### src/rtl/gpr_pkg.sv
`default_nettype none
// ============================================================================
// Module      : gpr_pkg
// Description : Shared sizes and the write-back request type for the GPR
//               file write-back path (64-bit, 32-entry register file).
// Contents    : REG_W, REG_N, IDX_W, wb_req_t {valid, addr, data}
// Revision    : 1.0 - initial release
// ============================================================================
package gpr_pkg;

    localparam int REG_W = 64;
    localparam int REG_N = 32;
    localparam int IDX_W = 5;

    typedef struct packed {
        logic             valid;
        logic [IDX_W-1:0] addr;
        logic [REG_W-1:0] data;
    } wb_req_t;

endpackage
`default_nettype wire

### src/rtl/gpr_scoreboard.sv
`default_nettype none
// ============================================================================
// Module      : gpr_scoreboard
// Description : Busy bits for in-flight long-latency destinations, the
//               outstanding long-op counter and the issue stall.
// Ports       : clk, rst          - clock, synchronous active-high reset
//               iss_*             - issue-stage instruction (valid/rs1/rs2/rd/long)
//               iss_stall         - combinational stall from registered state
//               lsu_done          - LSU write-back handshake this cycle
//               clr_valid/addr    - LSU write committing to the regfile now
//               out_cnt           - outstanding long-op count
// Revision    : 1.0 - initial release
// ============================================================================
module gpr_scoreboard
    import gpr_pkg::*;
#(
    parameter int MAX_OUT = 4
) (
    input  logic             clk,
    input  logic             rst,
    input  logic             iss_valid,
    input  logic [IDX_W-1:0] iss_rs1,
    input  logic [IDX_W-1:0] iss_rs2,
    input  logic [IDX_W-1:0] iss_rd,
    input  logic             iss_long,
    output logic             iss_stall,
    input  logic             lsu_done,
    input  logic             clr_valid,
    input  logic [IDX_W-1:0] clr_addr,
    output logic [3:0]       out_cnt
);

    logic [REG_N-1:0] r_busy;
    logic [REG_N-1:0] w_busy_nxt;
    logic [3:0]       r_out_cnt;
    logic             w_hazard;
    logic             w_full;
    logic             w_accept_long;
    logic             w_set;
    logic             w_dec;

    // No bypass: stall depends only on registered busy bits and count.
    assign w_hazard      = r_busy[iss_rs1] | r_busy[iss_rs2] | r_busy[iss_rd];
    assign w_full        = (r_out_cnt == 4'(MAX_OUT));
    assign iss_stall     = iss_valid & (w_hazard | (iss_long & w_full));
    assign w_accept_long = iss_valid & iss_long & ~iss_stall;
    assign w_set         = w_accept_long & (iss_rd != '0);
    // A handshake with nothing outstanding is a protocol error; saturate at 0.
    assign w_dec         = lsu_done & (r_out_cnt != 4'd0);

    always_comb begin
        w_busy_nxt = r_busy;
        if (clr_valid) begin
            w_busy_nxt[clr_addr] = 1'b0;
        end
        // Set is applied after clear so it takes priority on a collision.
        if (w_set) begin
            w_busy_nxt[iss_rd] = 1'b1;
        end
        w_busy_nxt[0] = 1'b0;
    end

    always_ff @(posedge clk) begin
        if (rst) begin
            r_busy    <= '0;
            r_out_cnt <= 4'd0;
        end else begin
            r_busy <= w_busy_nxt;
            if (w_accept_long && !w_dec) begin
                r_out_cnt <= r_out_cnt + 4'd1;
            end else if (w_dec && !w_accept_long) begin
                r_out_cnt <= r_out_cnt - 4'd1;
            end
        end
    end

    assign out_cnt = r_out_cnt;

endmodule
`default_nettype wire

### src/rtl/gpr_wb_arbiter.sv
`default_nettype none
// ============================================================================
// Module      : gpr_wb_arbiter
// Description : Shares the GPR file's single write port between the EXU and
//               LSU write-back buses through a registered output stage, and
//               stalls issue on hazards against in-flight long-latency ops.
// Ports       : clk, rst                 - clock, synchronous active-high reset
//               iss_*                    - issue-stage interface, iss_stall out
//               ex_wb_*                  - EXU write-back valid/ready/addr/data
//               lsu_wb_*                 - LSU write-back valid/ready/addr/data
//               rf_wen/rf_waddr/rf_wdata - registered GPR write port
//               out_cnt                  - outstanding long-op count (debug)
// Revision    : 1.0 - initial release
// ============================================================================
module gpr_wb_arbiter
    import gpr_pkg::*;
#(
    parameter int MAX_OUT    = 4,
    parameter int STARVE_MAX = 3
) (
    input  logic             clk,
    input  logic             rst,
    input  logic             iss_valid,
    input  logic [IDX_W-1:0] iss_rs1,
    input  logic [IDX_W-1:0] iss_rs2,
    input  logic [IDX_W-1:0] iss_rd,
    input  logic             iss_long,
    output logic             iss_stall,
    input  logic             ex_wb_valid,
    output logic             ex_wb_ready,
    input  logic [IDX_W-1:0] ex_wb_addr,
    input  logic [REG_W-1:0] ex_wb_data,
    input  logic             lsu_wb_valid,
    output logic             lsu_wb_ready,
    input  logic [IDX_W-1:0] lsu_wb_addr,
    input  logic [REG_W-1:0] lsu_wb_data,
    output logic             rf_wen,
    output logic [IDX_W-1:0] rf_waddr,
    output logic [REG_W-1:0] rf_wdata,
    output logic [3:0]       out_cnt
);

    localparam int c_STARVE_W = (STARVE_MAX < 2) ? 1 : $clog2(STARVE_MAX + 1);

    wb_req_t                w_ex_req;
    wb_req_t                w_lsu_req;
    wb_req_t                w_sel;
    logic                   w_ex_grant;
    logic                   w_lsu_grant;
    logic                   w_starved;
    logic [c_STARVE_W-1:0]  r_starve;
    logic                   r_rf_wen;
    logic [IDX_W-1:0]       r_rf_waddr;
    logic [REG_W-1:0]       r_rf_wdata;
    logic                   r_pend_lsu;

    assign w_ex_req  = {ex_wb_valid, ex_wb_addr, ex_wb_data};
    assign w_lsu_req = {lsu_wb_valid, lsu_wb_addr, lsu_wb_data};

    // EXU wins by default; the LSU takes the port when the EXU is idle or
    // after losing STARVE_MAX consecutive cycles. No grants during reset.
    assign w_starved   = (r_starve == c_STARVE_W'(STARVE_MAX));
    assign w_lsu_grant = ~rst & w_lsu_req.valid & (~w_ex_req.valid | w_starved);
    assign w_ex_grant  = ~rst & w_ex_req.valid & ~w_lsu_grant;
    assign w_sel       = w_lsu_grant ? w_lsu_req : w_ex_req;

    assign ex_wb_ready  = w_ex_grant;
    assign lsu_wb_ready = w_lsu_grant;

    always_ff @(posedge clk) begin
        if (rst || !lsu_wb_valid || w_lsu_grant) begin
            r_starve <= '0;
        end else if (!w_starved) begin
            r_starve <= r_starve + 1'b1;
        end
    end

    // Output stage: writes to x0 are accepted but never reach the array.
    always_ff @(posedge clk) begin
        if (rst) begin
            r_rf_wen   <= 1'b0;
            r_rf_waddr <= '0;
            r_rf_wdata <= '0;
            r_pend_lsu <= 1'b0;
        end else if (w_ex_grant || w_lsu_grant) begin
            r_rf_wen   <= (w_sel.addr != '0);
            r_rf_waddr <= w_sel.addr;
            r_rf_wdata <= w_sel.data;
            r_pend_lsu <= w_lsu_grant;
        end else begin
            r_rf_wen   <= 1'b0;
            r_pend_lsu <= 1'b0;
        end
    end

    assign rf_wen   = r_rf_wen;
    assign rf_waddr = r_rf_waddr;
    assign rf_wdata = r_rf_wdata;

    // The LSU busy bit clears on the edge that ends the rf_wen cycle, so a
    // dependent reading the array combinationally sees the committed value.
    gpr_scoreboard #(
        .MAX_OUT (MAX_OUT)
    ) u_scoreboard (
        .clk       (clk),
        .rst       (rst),
        .iss_valid (iss_valid),
        .iss_rs1   (iss_rs1),
        .iss_rs2   (iss_rs2),
        .iss_rd    (iss_rd),
        .iss_long  (iss_long),
        .iss_stall (iss_stall),
        .lsu_done  (w_lsu_grant),
        .clr_valid (r_rf_wen & r_pend_lsu),
        .clr_addr  (r_rf_waddr),
        .out_cnt   (out_cnt)
    );

endmodule
`default_nettype wire

### config.mk
export PLATFORM = sky130hd
export DESIGN_NAME = gpr_wb_arbiter
export DESIGN_NICKNAME = d
export VERILOG_FILES = /design/src/rtl/gpr_pkg.sv /design/src/rtl/gpr_scoreboard.sv /design/src/rtl/gpr_wb_arbiter.sv
export SDC_FILE = /design/constraint.sdc
export NUM_CORES = 1
export LEC_CHECK = 0
export CAP_MARGIN = 20
export CORE_ASPECT_RATIO = 1.75
export CORE_MARGIN = 2
export CORE_UTILIZATION = 49
export CTS_BUF_LIST = sky130_fd_sc_hd__clkbuf_8
export CTS_CLUSTER_SIZE = 40
export DETAILED_ROUTE_END_ITERATION = 8
export HOLD_SLACK_MARGIN = 0.12
export PLACE_DENSITY = 0.86
export SETUP_SLACK_MARGIN = 0.1
export SLEW_MARGIN = 20
export SYNTH_ARGS = -nofsm -noshare
export SYNTH_HDL_FRONTEND = slang
export SYNTH_HIERARCHICAL = 1
export SYNTH_SLANG_ARGS = --single-unit
### constraint.sdc
create_clock -name clk -period 6.1 [get_ports clk]
set_input_delay 0.915 -clock clk [delete_from_list [all_inputs] [get_ports clk]]
set_output_delay 0.915 -clock clk [all_outputs]
set_load 0.1 [all_outputs]
# ---- After elaboration in Yosys (flattened, before gate mapping)
# Index checks and enable logic that the tools add are counted.
dict set report word_totals {
  reg_bits 109
  input_bits 159
  output_inout_bits 77
  elab_cells 72
}
dict set report op_classes {
  addsub 3
  magnitude_cmp 6
  eq_ne 2
  mux 15
  n_bitwise 23
  n_reduce_logical 15
}
# op count
set ops {}
lappend ops {{69-bit two-way mux} 1}
lappend ops {{32-bit two-way mux} 2}
lappend ops {{32-bit bitwise AND} 1}
lappend ops {{32-bit inverter} 1}
lappend ops {{32-bit OR} 1}
lappend ops {{5-bit by 6-bit < comparator with 1-bit output, second input constant} 4}
lappend ops {{1-bit binary-select mux with 5-bit select} 3}
lappend ops {{1-bit bitwise AND} 11}
lappend ops {{1-bit demux with 5-bit select} 2}
lappend ops {{5-bit by 1-bit >= comparator with 1-bit output, second input constant} 2}
lappend ops {{5-bit nonzero test} 2}
lappend ops {{4-bit two-way mux} 2}
lappend ops {{1-bit two-way mux} 5}
lappend ops {{1-bit inverter} 5}
lappend ops {{4-bit by 1-bit adder with 4-bit output, second input constant} 1}
lappend ops {{4-bit by 3-bit equality test with 1-bit output, second input constant} 1}
lappend ops {{1-bit logical AND} 4}
lappend ops {{1-bit OR} 4}
lappend ops {{4-bit nonzero test} 1}
lappend ops {{4-bit by 1-bit subtractor with 4-bit output, second input constant} 1}
lappend ops {{1-bit logical NOT} 3}
lappend ops {{1-bit logical OR} 3}
lappend ops {{2-bit by 1-bit adder with 2-bit output, second input constant} 1}
lappend ops {{2-bit equality test, second input constant} 1}
lappend ops {{other kinds (2)} 2}

# ---- Depth between registers and ports, before layout
dict set report depth {
  depth_word 12
  ltp_mapped 17
  depth_no_buf 14
}

# ---- Hierarchy
# The synthesis kept the hierarchy.
# module n_inst cells_per_inst area_per_inst_um2 seq_area_each_um2
set modules_own_cells {}
lappend modules_own_cells {gpr_wb_arbiter 1 344 3367.0 1461.4}
lappend modules_own_cells {gpr_scoreboard 1 295 2627.5 700.7}

# ---- Worst setup path after synthesis
# Ideal clock, no wire load.
dict set report synth_timing {
  path_kind {input to output}
  startpoint {in lsu_wb_valid}
  endpoint {out ex_wb_ready}
  arrival_ns 3.581
  slack_ns 1.604
  stages 3
  n_path_buf 2
  cell_sequence {buf_2 -> clkbuf_1 -> a211oi_1}
}
dict set report synth_between {
  elab_chain_cells 4
}
# item line
set synth_rtl {}
lappend synth_rtl {{start: declaration} gpr_wb_arbiter.sv:33} ;# input logic lsu_wb_valid,
lappend synth_rtl {{1-bit bitwise AND (2 in a row)} gpr_wb_arbiter.sv:63} ;# assign w_lsu_grant = ~rst & w_lsu_req.valid & (~w_ex_req.valid | w_starved);
lappend synth_rtl {{1-bit inverter} gpr_wb_arbiter.sv:64} ;# assign w_ex_grant = ~rst & w_ex_req.valid & ~w_lsu_grant;
lappend synth_rtl {{1-bit bitwise AND} gpr_wb_arbiter.sv:64}
lappend synth_rtl {{end: declaration} gpr_wb_arbiter.sv:30} ;# output logic ex_wb_ready,
# Every way passes these cells.

# ---- Final worst setup path
dict set report layout_timing {
  startpoint {in iss_rs1[0]}
  endpoint {reg u_scoreboard.r_out_cnt[3] (netlist: u_scoreboard/out_cnt[3])}
}
dict set report layout_between {
  elab_chain_cells 11
}
# item line
set layout_rtl {}
lappend layout_rtl {{start: declaration} gpr_wb_arbiter.sv:24} ;# input logic [IDX_W-1:0] iss_rs1,
lappend layout_rtl {{1-bit binary-select mux with 5-bit select (*)} gpr_scoreboard.sv:43} ;# assign w_hazard = r_busy[iss_rs1] | r_busy[iss_rs2] | r_busy[iss_rd];
lappend layout_rtl {{1-bit two-way mux (implied by the code) (*)} gpr_scoreboard.sv:43}
lappend layout_rtl {{1-bit OR (*) (2 in a row)} gpr_scoreboard.sv:43}
lappend layout_rtl {{1-bit OR (*)} gpr_scoreboard.sv:45} ;# assign iss_stall = iss_valid & (w_hazard | (iss_long & w_full));
lappend layout_rtl {{1-bit bitwise AND (*)} gpr_scoreboard.sv:45}
lappend layout_rtl {{1-bit inverter (*)} gpr_scoreboard.sv:46} ;# assign w_accept_long = iss_valid & iss_long & ~iss_stall;
lappend layout_rtl {{1-bit bitwise AND (*)} gpr_scoreboard.sv:46}
lappend layout_rtl {{1-bit logical NOT} gpr_scoreboard.sv:71} ;# end else if (w_dec && !w_accept_long) begin
lappend layout_rtl {{1-bit logical AND} gpr_scoreboard.sv:71}
lappend layout_rtl {{2-bit nonzero test (no line)} -}
lappend layout_rtl {{end signal: assignment} gpr_scoreboard.sv:70} ;# r_out_cnt <= r_out_cnt + 4'd1;
lappend layout_rtl {{end signal: assignment} gpr_scoreboard.sv:72} ;# r_out_cnt <= r_out_cnt - 4'd1;
lappend layout_rtl {{end: declaration} gpr_scoreboard.sv:35} ;# logic [3:0] r_out_cnt;
# Mark *: on every way between the ends. The rest lies on a longest branch, timed or not. The select of a mux whose other input is x is not followed.
# A chain may end at the register's enable or synchronous reset.

==> results.yml <==
placement:
  gp_congestion: 1.08
  io_buffers: 235
  dp_hpwl_microns: 16500
worst_setup_path:
  r2r_cells: 14
  worstSetupStartpointType: "primary input"
  crit_fanout: 13
  r2r-end: "u_scoreboard/out_cnt[3]$_SDFFE_PP0P_"
  cp.buffers_inverters: 2
  crit_end: "u_scoreboard/out_cnt[3]$_SDFFE_PP0P_"
  critPathSlowestCell: "clkdlybuf4s50_1"
  crit_chain: "clkdlybuf4s50_1, mux4_2, a2bb2oi_1, and4b_4, nor4_4, nand4_4, nor2_1, ha_1, inv_1, ha_1, a21o_1, a21oi_1, xnor2_1, or3_1, a21oi_1"
  path_delay_family: "simple AND/OR/NAND/NOR gates"
  critPathCaptureType: "flip-flop"
  cp.arrival_ns: 4.98
  critPathRequiredTime_ns: 6.40
  critPathKind: "primary input to flip-flop"
  r2r_slack_ns: 2.58
  cpPeakStageDelay_ns: 0.91
  crit_start: "iss_rs1[0]"
  crit_cells: 15
  rr_startpoint: "u_scoreboard/r_busy[22]$_SDFF_PP0_"
route:
  wl_met2_microns: 11500
  antenna_left: 0
  drtIter0Drc: 396
  wl_per_cell_microns: 22.2
  via_count: 6374
  routed_via_density: 6.39
  drt-total-wl_microns: 22200
  remaining_drc_errors: 0
  highest_layer: "met4"
  firstDrtPassIters: 7
  met1_length_microns: 7560
  met3_length_microns: 1790
global_route:
  grt_antenna_before_repair: 0
  grt_max_degree: 73
  grt_remaining_overflow: 0
  grt_first_pass_wirelength_microns: 33700
  grt_pass1_vias: 6392
  grt_usage_pct: 32.9
die:
  die_y_microns: 150
  core-area_sq_um: 12000
  rows: 53
  ios: 236
  die-area_sq_um: 13200
  start_util_pct: 49.9
  dieWidth_microns: 87.6
synth:
  ys_types: 56
  ys_warn_count: 6
  ys_seq_area_share_pct: 36.1
  syn_area_sq_um: 5990
  synth_edf_count: 0
  synth_commonest_cells: "108 x dfxtp_1, 75 x inv_1, 70 x a221o_1, 69 x a2111oi_0, 44 x clkbuf_1"
  syn_inst: 639
  async_flop_share_pct: 0
  synth_nets: 803
  synth_area_leaders: "dfxtp_1 36%, a221o_1 12%, a2111oi_0 10%, inv_1 4.7%, mux4_2 4.5%"
  ys.flop_type: "dfxtp_1"
  synth_top_area_share_pct: 36.1
  ys_seq_elements: 108
  synth_top_area_cell: "dfxtp_1"
  avgSynthCellArea_sq_um: 9.38
  synth_most_common_cell: "dfxtp_1"
clocking:
  cts_resized: 0
  postCtsHoldBufs: 0
  root_buffer: "clkbuf_8"
  worstSkewPairLatency_ns: 0.37
  cts_made_buffers: 9
  h-tree-depth: 3
  post_cts_buffers: 0
  cts_buffer_depth: 2
  cts_num_sinks: 108
  clk_pin_slew_ns: 0.11
  cts_tree: "built"
power:
  power-per-cell-area_nw_per_um2: 231
  p_leak_nw: 3.19
  vdd_drop_max_uv: 151
timing:
  max_freq_mhz: 214
  slew_violations: 0
  setup_tns_ns: 0
  rsz0062_at_grt: "no"
  period_needed_ns: 4.68
  holdWs_ns: 0.434
  slew_headroom_pct: 27.4
  timing.clock.skew_ns: 0.0132
  worst_slew_pin_slew_ns: 1.09
  hold_viol_final: 0
  post-route-period-util_pct: 76.8
  setup_viol: 0
final_layout:
  syn_to_final_growth_pct: 41.7
  fin_nets: 991
  antenna_cells: 0
  fillers: 923
  layout-drive-gt1-share_pct: 6.01
min_path:
  hold_path_class: "flip-flop to flip-flop"
flow_run:
  max_cap_viol_count: 0
status:
  status: "finished, final reports clean"
-- flip-flops by register name, indices dropped and copies added (netlist names) --
name                  cells
r_pend_lsu                1
r_starve                  2
rf_waddr                  5
rf_wdata                 64
rf_wen                    1
u_scoreboard/out_cnt      4
u_scoreboard/r_busy      31
-- power breakdown --
group / internal, mW / leakage (nW) / switching, mW / total [mW]
Combinational: 0.224 / 2.19 / 0.451 / 0.676
Sequential: 0.746 / 0.887 / 0.0367 / 0.782
Clock: 0.239 / 0.114 / 0.262 / 0.502
Total: 1.21 / 3.19 / 0.750 / 1.96
-- layer usage --
layer | GRT usage, % | vias up
met1 | 34.8 | 3036
li1 | - | 2860
met4 | 19.1 | 0
met2 | 57.8 | 390
met3 | 7.95 | 88
met5 | 0 | -
-- worst register-to-register path, cell delays in order (launching register included) --
cell and delay (ns):
dfxtp_1 0.38, mux2_1 0.31, o311ai_0 0.31, a311oi_1 0.09, nor3_1 0.43, nand4_4 0.19
nor2_1 0.16, ha_1 0.20, inv_1 0.10, ha_1 0.29, a21o_1 0.18, a21oi_1 0.22
xnor2_1 0.13, or3_1 0.32, a21oi_1 0.15
-- worst min-delay path by stage --
stage,startpoint,endpoint,slack [ns],depth (start not counted)
5_1_grt,r_starve[0]$_SDFFE_PP0N_,r_starve[0]$_SDFFE_PP0N_,0.48,1
2_1_floorplan,r_starve[0]$_SDFFE_PP0N_,r_starve[0]$_SDFFE_PP0N_,0.40,1
3_3_place_gp,r_starve[0]$_SDFFE_PP0N_,r_starve[0]$_SDFFE_PP0N_,0.41,1
6_report,r_starve[0]$_SDFFE_PP0N_,r_starve[0]$_SDFFE_PP0N_,0.43,1
3_5_place_dp,r_starve[0]$_SDFFE_PP0N_,r_starve[0]$_SDFFE_PP0N_,0.42,1
4_1_cts,r_starve[0]$_SDFFE_PP0N_,r_starve[0]$_SDFFE_PP0N_,0.44,1
-- kinds of logic after synthesis --
family | after synthesis | synth area share (%)
buffers and inverters | 140 | 10.3
xor gates and xnor gates | 3 | 0.438
and+or+nand+nor | 136 | 13.1
muxes | 33 | 8.35
DFF | 108 | 36.1
adders and majority gates | 5 | 1.17
AOI/OAI and AO/OA | 214 | 30.5
-- per-stage QoR --
step                power, mW  instances  instance area (sq um)  utilization, %  worst slack [ns]
finish                   1.96        997                   8490            70.7              1.42
global route             2.02        997                   8490            70.7              1.35
CTS                      1.96        997                   8490            70.7              1.47
detailed placement       1.47        981                   8260            68.8              1.15
global placement         1.45        981                   8260            68.8              1.28
floorplan                1.24        639                   5990               -              1.60
-- cell type report --
cell class	count	area, sq um	share of cell area, %
clock buffer	9	124	1.46
clock inverter	7	108	1.27
inverter	76	285	3.36
timing repair buffer	241	2380	28.1
sequential	108	2160	25.5
tap	165	206	2.43
multi-input combinational	391	3220	38.0
-- cell usage in the layout (no fill, tap or decap), types with 2 or more instances in the layout --
cell	count
mux2i_1	17
bufinv_16	2
nor2b_1	23
a2111oi_0	69
a22o_1	2
inv_1	75
a311oi_1	2
mux4_2	12
a31oi_1	2
o211a_1	2
clkbuf_8	9
o31ai_1	31
dfxtp_1	108
nand2b_1	4
nor3b_1	5
nor3_1	5
clkdlybuf4s50_1	231
nand2_1	31
o311ai_0	2
inv_8	2
buf_4	8
nor2_1	19
mux2_2	2
nand3b_1	18
a221o_1	70
a21oi_1	6
nand3_1	12
and2_1	4
a32oi_1	2
buf_2	2
o21ai_0	18
xnor2_1	2
ha_1	3
or2_2	2
or3_1	2
nand4b_1	2
(Power assumes the default switching activity.)
